`config.mk`:
```
export PLATFORM = sky130hd
export DESIGN_NAME = button_debounce_generic
export DESIGN_NICKNAME = d
export VERILOG_FILES = /design/src/rtl/button_debounce_generic.sv
export SDC_FILE = /design/constraint.sdc
export NUM_CORES = 1
export LEC_CHECK = 0
export CAP_MARGIN = 20
export CORE_MARGIN = 4
export CORE_UTILIZATION = 65
export CTS_CLUSTER_SIZE = 10
export DETAILED_ROUTE_END_ITERATION = 10
export GPL_ROUTABILITY_DRIVEN = 0
export PLACE_DENSITY = 0.84
export SLEW_MARGIN = 30
export SYNTH_ARGS = -nofsm -noshare
export SYNTH_HDL_FRONTEND = slang
export SYNTH_SLANG_ARGS = --single-unit
```
`constraint.sdc`:
```
create_clock -name clock -period 5.7 [get_ports clock]
set_input_delay 0.57 -clock clock [delete_from_list [all_inputs] [get_ports clock]]
set_output_delay 0.57 -clock clock [all_outputs]
set_load 0.01 [all_outputs]
```
`src/rtl/button_debounce_generic.sv`:
```
// Push-button conditioning: reset synchronizer, per-button two-flop sync and a
// counter-based debounce FSM producing press/release pulses and a held level.
//
// state        | meaning
// RELEASED     | debounced level released, waiting for a held sample
// PRESS_WAIT   | held seen, counting consecutive held samples
// PRESSED      | debounced level held, waiting for a released sample
// RELEASE_WAIT | released seen, counting consecutive released samples
module button_debounce_generic #(
  parameter int DEVICE_COUNT    = 3,
  parameter int DEBOUNCE_CYCLES = 500000
) (
  input  logic                    clock,
  input  logic                    reset_n,
  input  logic [DEVICE_COUNT-1:0] button_n,
  output logic                    reset_s2_n,
  output logic [DEVICE_COUNT-1:0] button_pressed,
  output logic [DEVICE_COUNT-1:0] button_released,
  output logic [DEVICE_COUNT-1:0] button_state
);

  localparam int              CNT_W    = (DEBOUNCE_CYCLES > 1) ? $clog2(DEBOUNCE_CYCLES) : 1;
  localparam logic [CNT_W-1:0] CNT_LAST = CNT_W'(DEBOUNCE_CYCLES - 1);

  localparam logic [1:0] ST_RELEASED     = 2'd0;
  localparam logic [1:0] ST_PRESS_WAIT   = 2'd1;
  localparam logic [1:0] ST_PRESSED      = 2'd2;
  localparam logic [1:0] ST_RELEASE_WAIT = 2'd3;

  logic                    reset_s1_n;
  logic [DEVICE_COUNT-1:0] btn_s1_n;
  logic [DEVICE_COUNT-1:0] btn_s2_n;
  logic [DEVICE_COUNT-1:0] btn_held;

  // Asserts asynchronously, releases on the second clock edge after reset_n rises.
  always_ff @(posedge clock or negedge reset_n) begin
    if (!reset_n) begin
      reset_s1_n <= 1'b0;
      reset_s2_n <= 1'b0;
    end else begin
      reset_s1_n <= 1'b1;
      reset_s2_n <= reset_s1_n;
    end
  end

  always_ff @(posedge clock or negedge reset_s2_n) begin
    if (!reset_s2_n) begin
      btn_s1_n <= '1;
      btn_s2_n <= '1;
    end else begin
      btn_s1_n <= button_n;
      btn_s2_n <= btn_s1_n;
    end
  end

  assign btn_held = ~btn_s2_n;

  for (genvar g = 0; g < DEVICE_COUNT; g++) begin : g_btn
    logic [1:0]       state;
    logic [CNT_W-1:0] cnt;
    logic             pressed_q;
    logic             released_q;
    logic             level_q;

    always_ff @(posedge clock or negedge reset_s2_n) begin
      if (!reset_s2_n) begin
        state      <= ST_RELEASED;
        cnt        <= '0;
        pressed_q  <= 1'b0;
        released_q <= 1'b0;
        level_q    <= 1'b0;
      end else begin
        pressed_q  <= 1'b0;
        released_q <= 1'b0;
        case (state)
          ST_RELEASED: begin
            if (btn_held[g]) begin
              state <= ST_PRESS_WAIT;
              cnt   <= '0;
            end
          end
          ST_PRESS_WAIT: begin
            if (!btn_held[g]) begin
              state <= ST_RELEASED;
              cnt   <= '0;
            end else if (cnt == CNT_LAST) begin
              state     <= ST_PRESSED;
              cnt       <= '0;
              pressed_q <= 1'b1;
              level_q   <= 1'b1;
            end else begin
              cnt <= cnt + CNT_W'(1);
            end
          end
          ST_PRESSED: begin
            if (!btn_held[g]) begin
              state <= ST_RELEASE_WAIT;
              cnt   <= '0;
            end
          end
          ST_RELEASE_WAIT: begin
            if (btn_held[g]) begin
              state <= ST_PRESSED;
              cnt   <= '0;
            end else if (cnt == CNT_LAST) begin
              state      <= ST_RELEASED;
              cnt        <= '0;
              released_q <= 1'b1;
              level_q    <= 1'b0;
            end else begin
              cnt <= cnt + CNT_W'(1);
            end
          end
          default: begin
            state <= ST_RELEASED;
            cnt   <= '0;
          end
        endcase
      end
    end

    assign button_pressed[g]  = pressed_q;
    assign button_released[g] = released_q;
    assign button_state[g]    = level_q;
  end

endmodule

```
==> results_dict.tcl, run 1 <==
set metrics [dict create \
    endpoint_kind "register" \
    place_hpwl_microns 5729 \
    power_frac_seq 0.517 \
    diodes 0 \
    routed_wl_microns 8521 \
    worst_pin_slew_ps 904.8 \
    cts_resized 0 \
    slowest_stage "o21ai_1" \
    fmax_mhz 403.0 \
    cts.sinks 80 \
    syn-num-nets 459 \
    io_buffers 14 \
    start_kind "register" \
    initial_core_util 0.6862 \
    combinationalPowerShare 0.160 \
    finalHoldViolCount 0 \
    row_count 28 \
    cts_tree "done" \
    ys_ff_latch 80 \
    power_leakage_nw 1.888 \
    die_w_microns 87.99 \
    grt_pass1_wl_microns 14880 \
    drt_iter0_markers 266 \
    die_h_microns 87.99 \
    cp_data_arrival_time_ps 2730 \
    crit_chain "ha_1, nand3_1, or3b_2, o21ai_1, o21ai_0, a21o_1" \
    clockRootBuffer "clkbuf_8" \
    status "finished clean" \
    finalNetCount 461 \
    power.internal_mw 0.8114 \
    core_region_area_sq_um 6061 \
    vias 3383 \
    synth_edf_count 0 \
    clk_latency_ps 360 \
    whs_ps 283.6 \
    swShare 0.3225 \
    cts_buffers 9 \
    post-place-ws_ps 3305 \
    setup_viol 0 \
    vdd_drop_max_v 0.0003532 \
    syn_area_per_cell_sq_um 9.222 \
    avgViaCountPerCell 6.347 \
    ys.flop_type "dfrtp_1" \
    track_usage 0.2443 \
    grt_start_max_net_pins 47 \
    clkTransAtPathRegs_ps 90 \
    overflow 0 \
    powerDensity_nw_per_um2 269.8 \
    areaGrowthSynthToFinish_pct 6.739 \
    final_area_sq_um 4439 \
    ant_nets 0 \
    setup_tns_ps 0 \
    async_reset_ff_frac 1.000 \
    relSlewSlack 0.3945 \
    clockBufferDepth 2 \
    io_pins 15 \
    clkPwrFrac 0.323 \
    synth_cell_types 55 \
    period_share 0.4353 \
    cts_setup_buffers 0 \
    rsz0062_at_grt "false" \
    worstPathMaxFanout 14 \
    ys_warn_count 0 \
    cp_top_family "compound AO/OA/AOI/OAI gates" \
    layout_commonest_cell "dfrtp_1" \
    remaining_drc_errors 0 \
    antenna_found_initial 0 \
    die-area_sq_um 7742 \
    hold_buffers 0 \
    min_period_ps 2481 \
    yosysSeqAreaShare 0.4832 \
    syn_inst 451 \
    max_stage_delay_ps 660 \
    placed_cells 517 \
    netlist_area_sq_um 4159 \
    slew_violations 0 \
    finalNonFillerCells 533 \
    utilization 0.7325 \
    power_mw 1.198 \
    setup_ws_ps 3219 \
    critPathKind "reg2reg" \
    grt_pass1_vias 3223 \
    ctsHtreeMaxLevel 3 \
    placed_area_sq_um 4260 \
    power.switching_mw 0.3862 \
    crit_buf_inv 0 \
    wl_per_cell_microns 15.99 \
    drt_first_pass_iters 5 \
    cap_violations 0 \
    required_ps 5950 \
    finClkSkew_ps 9.388 \
    hold_class "reg2async" \
    final_layout_size_suffix_gt1_frac 0.09389 \
    most-common-layout-cells "dfrtp_1 (73), nand2_1 (39), o21ai_0 (37), nand3_1 (34), a21oi_1 (29)" \
]
## worst paths after layout
check,startpoint,slack (ps),end,depth (start not counted)
setup reg to reg,g_btn[1].cnt[0],3220,g_btn[1].cnt[10],6
hold reg to reg,reset_s2_n,280,g_btn[1].level_q,0
max in group asynchronous,reset_s2_n,4470,g_btn[0].cnt[2],1
hold / removal,reset_s2_n,280,g_btn[1].level_q,0
setup / recovery,g_btn[1].cnt[0],3220,g_btn[1].cnt[10],6
min in group clock,btn_s1_n[1],360,btn_s2_n[1],0
## power groups by stage
stage / clock, mW / sequential (mW) / combinational [mW]
2_1_floorplan: 0 / 0.623 / 0.152
3_3_place_gp: 0 / 0.627 / 0.179
3_5_place_dp: 0 / 0.630 / 0.188
4_1_cts: 0.396 / 0.619 / 0.189
5_1_grt: 0.418 / 0.625 / 0.220
6_report: 0.387 / 0.619 / 0.191
## routing by layer
layer  vias up  track usage  share of wire
met3        16      0.05833          0.051
met2        89       0.3911           0.48
li1       1634            -              -
met5         -            0              0
met1      1644       0.3254           0.46
met4         0      0.08926          0.017
## flip-flops by register name, summed over array words and instances, names as in the netlist, named ones only
name / count
g_btn.released_q: 3
reset_s1_n: 1
g_btn.cnt: 57
btn_s1_n: 3
g_btn.state: 3
g_btn.level_q: 3
g_btn.pressed_q: 3
reset_s2_n: 1
btn_s2_n: 3
## cell type report
class | instances | area (sq um)
Clock buffer | 9 | 123.9
Clock inverter | 7 | 55.05
Fill cell | 445 | 1622
Inverter | 23 | 86.33
Multi-Input combinational cell | 324 | 1919
Sequential cell | 80 | 2013
Tap cell | 75 | 93.84
Timing Repair Buffer | 15 | 147.6
## cells by family (layout without fill, tap and decap cells)
group | after synthesis | count (layout) | synth area share
adder cells (fa/ha/maj) | 3 | 3 | 0.009026
AO/OA/AOI/OAI | 114 | 114 | 0.1658
other | 1 | 1 | 0.0009017
XOR/XNOR | 3 | 3 | 0.006319
buffers and inverters | 47 | 54 | 0.05535
AND/OR/NAND/NOR | 197 | 197 | 0.2644
multiplexers | 6 | 6 | 0.01504
flip-flops | 80 | 80 | 0.4832
## synthesized netlist by cell type (2+ instances only)
library cell	count	share of area
dfrtp_1	74	0.45
nand2_1	39	0.035
o21ai_0	38	0.046
nand3_1	34	0.041
a21oi_1	29	0.035
inv_1	23	0.021
nor2_1	23	0.021
nand4_1	14	0.021
or3_1	14	0.021
and3_1	13	0.020
a21o_1	12	0.022
nor3_1	10	0.012
and2_1	9	0.014
buf_4	9	0.016
clkbuf_1	9	0.0081
nor4_1	9	0.014
a31oi_1	8	0.012
nor3b_1	7	0.013
dfstp_2	6	0.038
or2_2	6	0.0090
a22o_1	4	0.0084
and4_1	4	0.0084
buf_2	4	0.0048
mux2i_1	4	0.0096
o21ai_1	4	0.0048
ha_1	3	0.0090
nor4bb_1	3	0.0072
o211ai_1	3	0.0054
xnor2_1	3	0.0063
a21o_2	2	0.0042
buf_6	2	0.0054
mux2_2	2	0.0054
nor2b_1	2	0.0030
o21a_1	2	0.0036
o2bb2ai_1	2	0.0042
or4_1	2	0.0036
## worst reg2reg max path: stages (launching register included)
cell	delay [ps]
dfrtp_1	410
ha_1	230
nand3_1	150
or3b_2	510
o21ai_1	660
o21ai_0	210
a21o_1	200
(Power assumes the default switching activity.)
==> run 2: changes to the inputs <==
Settings changed: CORE_UTILIZATION 65 to 55, PLACE_DENSITY 0.84 to 0.76.
Clock period 5.7 ns to 2.07 ns, I/O delays scaled along.
==> run 2 against run 1 <==
  * Wire length rose by 1.5%
  * Clock-buffer cell count grew 2
  * Global-route usage is 3.5 points lower
==> results_dict.tcl, run 2 (synthesis gave the netlist of run 1 again) <==
set metrics [dict create \
    clockBufferDepth 2 \
    top_register "g_btn.cnt" \
    slew_violations 0 \
    power_frac_seq 0.488 \
    post-place-ws_ps 9.006 \
    cap_violations 0 \
    avgViaCountPerCell 5.870 \
    crit_buf_inv 0 \
    hold_class "in2async" \
    io_buffers 14 \
    grt_start_max_net_pins 63 \
    die_w_microns 94.96 \
    overflow 0 \
    worstPathMaxFanout 5 \
    clkPwrFrac 0.329 \
    cts_buffers 9 \
    status "finished clean" \
    largest_register_ffs 57 \
    rsz0062_at_grt "true" \
    endpoint_kind "register" \
    slowest_stage "nor4b_4" \
    cp_top_family "simple AND/OR/NAND/NOR gates" \
    setup_viol 0 \
    powerDensity_nw_per_um2 736.7 \
    initial_core_util 0.5704 \
    finalNonFillerCells 583 \
    crit_chain "ha_2, nand4_1, nor4b_4, nand3_1, or3_1, o21ai_0" \
    core_region_area_sq_um 7292 \
    power.internal_mw 2.465 \
    placed_area_sq_um 4486 \
    final_layout_size_suffix_gt1_frac 0.1467 \
    critPathKind "reg2reg" \
    clk_latency_ps 350 \
    grt_pass1_vias 3276 \
    fmax_mhz 501.6 \
    vias 3422 \
    die-area_sq_um 9017 \
    wl_per_cell_microns 14.84 \
    cp_data_arrival_time_ps 2240 \
    min_period_ps 1994 \
    swShare 0.2905 \
    clockRootBuffer "clkbuf_8" \
    remaining_drc_errors 0 \
    cts_tree "done" \
    finClkSkew_ps 9.722 \
    drt_first_pass_iters 4 \
    worst_pin_slew_ps 926.0 \
    finalHoldViolCount 0 \
    areaGrowthSynthToFinish_pct 13.39 \
    finalNetCount 487 \
    ctsHtreeMaxLevel 3 \
    combinationalPowerShare 0.183 \
    place_hpwl_microns 5909 \
    grt_pass1_wl_microns 14910 \
    io_pins 15 \
    routed_wl_microns 8653 \
    cts.sinks 80 \
    period_share 0.9631 \
    most-common-layout-cells "dfrtp_1 (73), nand2_1 (39), o21ai_0 (38), nand3_1 (33), a21oi_1 (29)" \
    row_count 31 \
    layout_commonest_cell "dfrtp_1" \
    diodes 0 \
    placed_cells 567 \
    hold_buffers 0 \
    antenna_found_initial 0 \
    drt_iter0_markers 124 \
    cts_setup_buffers 0 \
    ant_nets 0 \
    track_usage 0.2094 \
    max_stage_delay_ps 440 \
    setup_ws_ps 76.30 \
    die_h_microns 94.96 \
    clkTransAtPathRegs_ps 80 \
    final_area_sq_um 4716 \
    power.switching_mw 1.009 \
    required_ps 2320 \
    vdd_drop_max_v 0.0007401 \
    utilization 0.6467 \
    power_leakage_nw 2.055 \
    start_kind "register" \
    relSlewSlack 0.3804 \
]
[run 2: cell types whose count changed in the layout (fill, tap and decap cells not counted), sizes merged]
cell,before,now
buf,1,27
bufinv,0,1
inv,25,23
clkinvlp,2,1
clkbuf,9,11
[run 2: routing by layer]
metal  global-route usage  routed length [microns]  up-vias
li1                     -                        -     1687
met1               0.2782                     3985     1651
met2               0.3312                     4167       66
met3              0.04701                      316       18
met4              0.08654                      184        0
met5                    0                        0        -
[run 2: layout make-up]
| cell class | instances | area (sq um) |
|---|---|---|
| flip-flops and latches | 80 | 2013 |
| multi-input cells | 324 | 1948 |
| repair buffers | 41 | 346.6 |
| clock inverters | 5 | 56.30 |
| inverters | 23 | 86.33 |
| fillers | 602 | 2576 |
| well taps | 99 | 123.9 |
| clock buffers | 11 | 141.4 |
[run 2: final timing paths]
check	slack, ps	cells past startpoint	end	from
worst max-delay path	80	6	g_btn[1].cnt[16]	g_btn[1].cnt[1]
min in group clock	260	1	btn_s1_n[1]	button_n[1]
worst min register to register	190	0	g_btn[0].cnt[17]	reset_s2_n
worst min-delay path	40	1	reset_s2_n	reset_n
max in group asynchronous	850	1	g_btn[1].cnt[9]	reset_s2_n
worst max register to register	80	6	g_btn[1].cnt[16]	g_btn[1].cnt[1]
[run 2: power by group through the flow]
stage | Combinational, mW | Clock (mW) | Sequential (mW)
finish | 0.635 | 1.14 | 1.70
global route | 0.713 | 1.26 | 1.71
CTS | 0.632 | 1.18 | 1.70
global placement | 0.607 | 0 | 1.72
floorplan | 0.419 | 0 | 1.71
detailed placement | 0.623 | 0 | 1.73
[run 2: metrics by stage]
| step | hold slack (ps) | setup TNS [ps] | power [mW] |
|---|---|---|---|
| CTS | 29.89 | 0 | 3.513 |
| global route | 25.54 | -36.49 | 3.681 |
| detailed placement | 190.3 | 0 | 2.348 |
| global placement | 190.5 | 0 | 2.330 |
| finish | 41.92 | 0 | 3.474 |
| floorplan | -88.59 | 0 | 2.134 |
[run 2: repair_timing]
item                                    CTS  global route
resized for setup                         1             5
endpoints found under the setup margin    1             9
pin swaps                                 0             1
==> run 3: changes to the inputs <==
Settings changed: ABC_CLOCK_PERIOD_IN_PS set to 2070, CAP_MARGIN 20 to 30.
==> results of run 3 <==
Same layout as run 2: the final DEF is identical, and so are final timing and power.
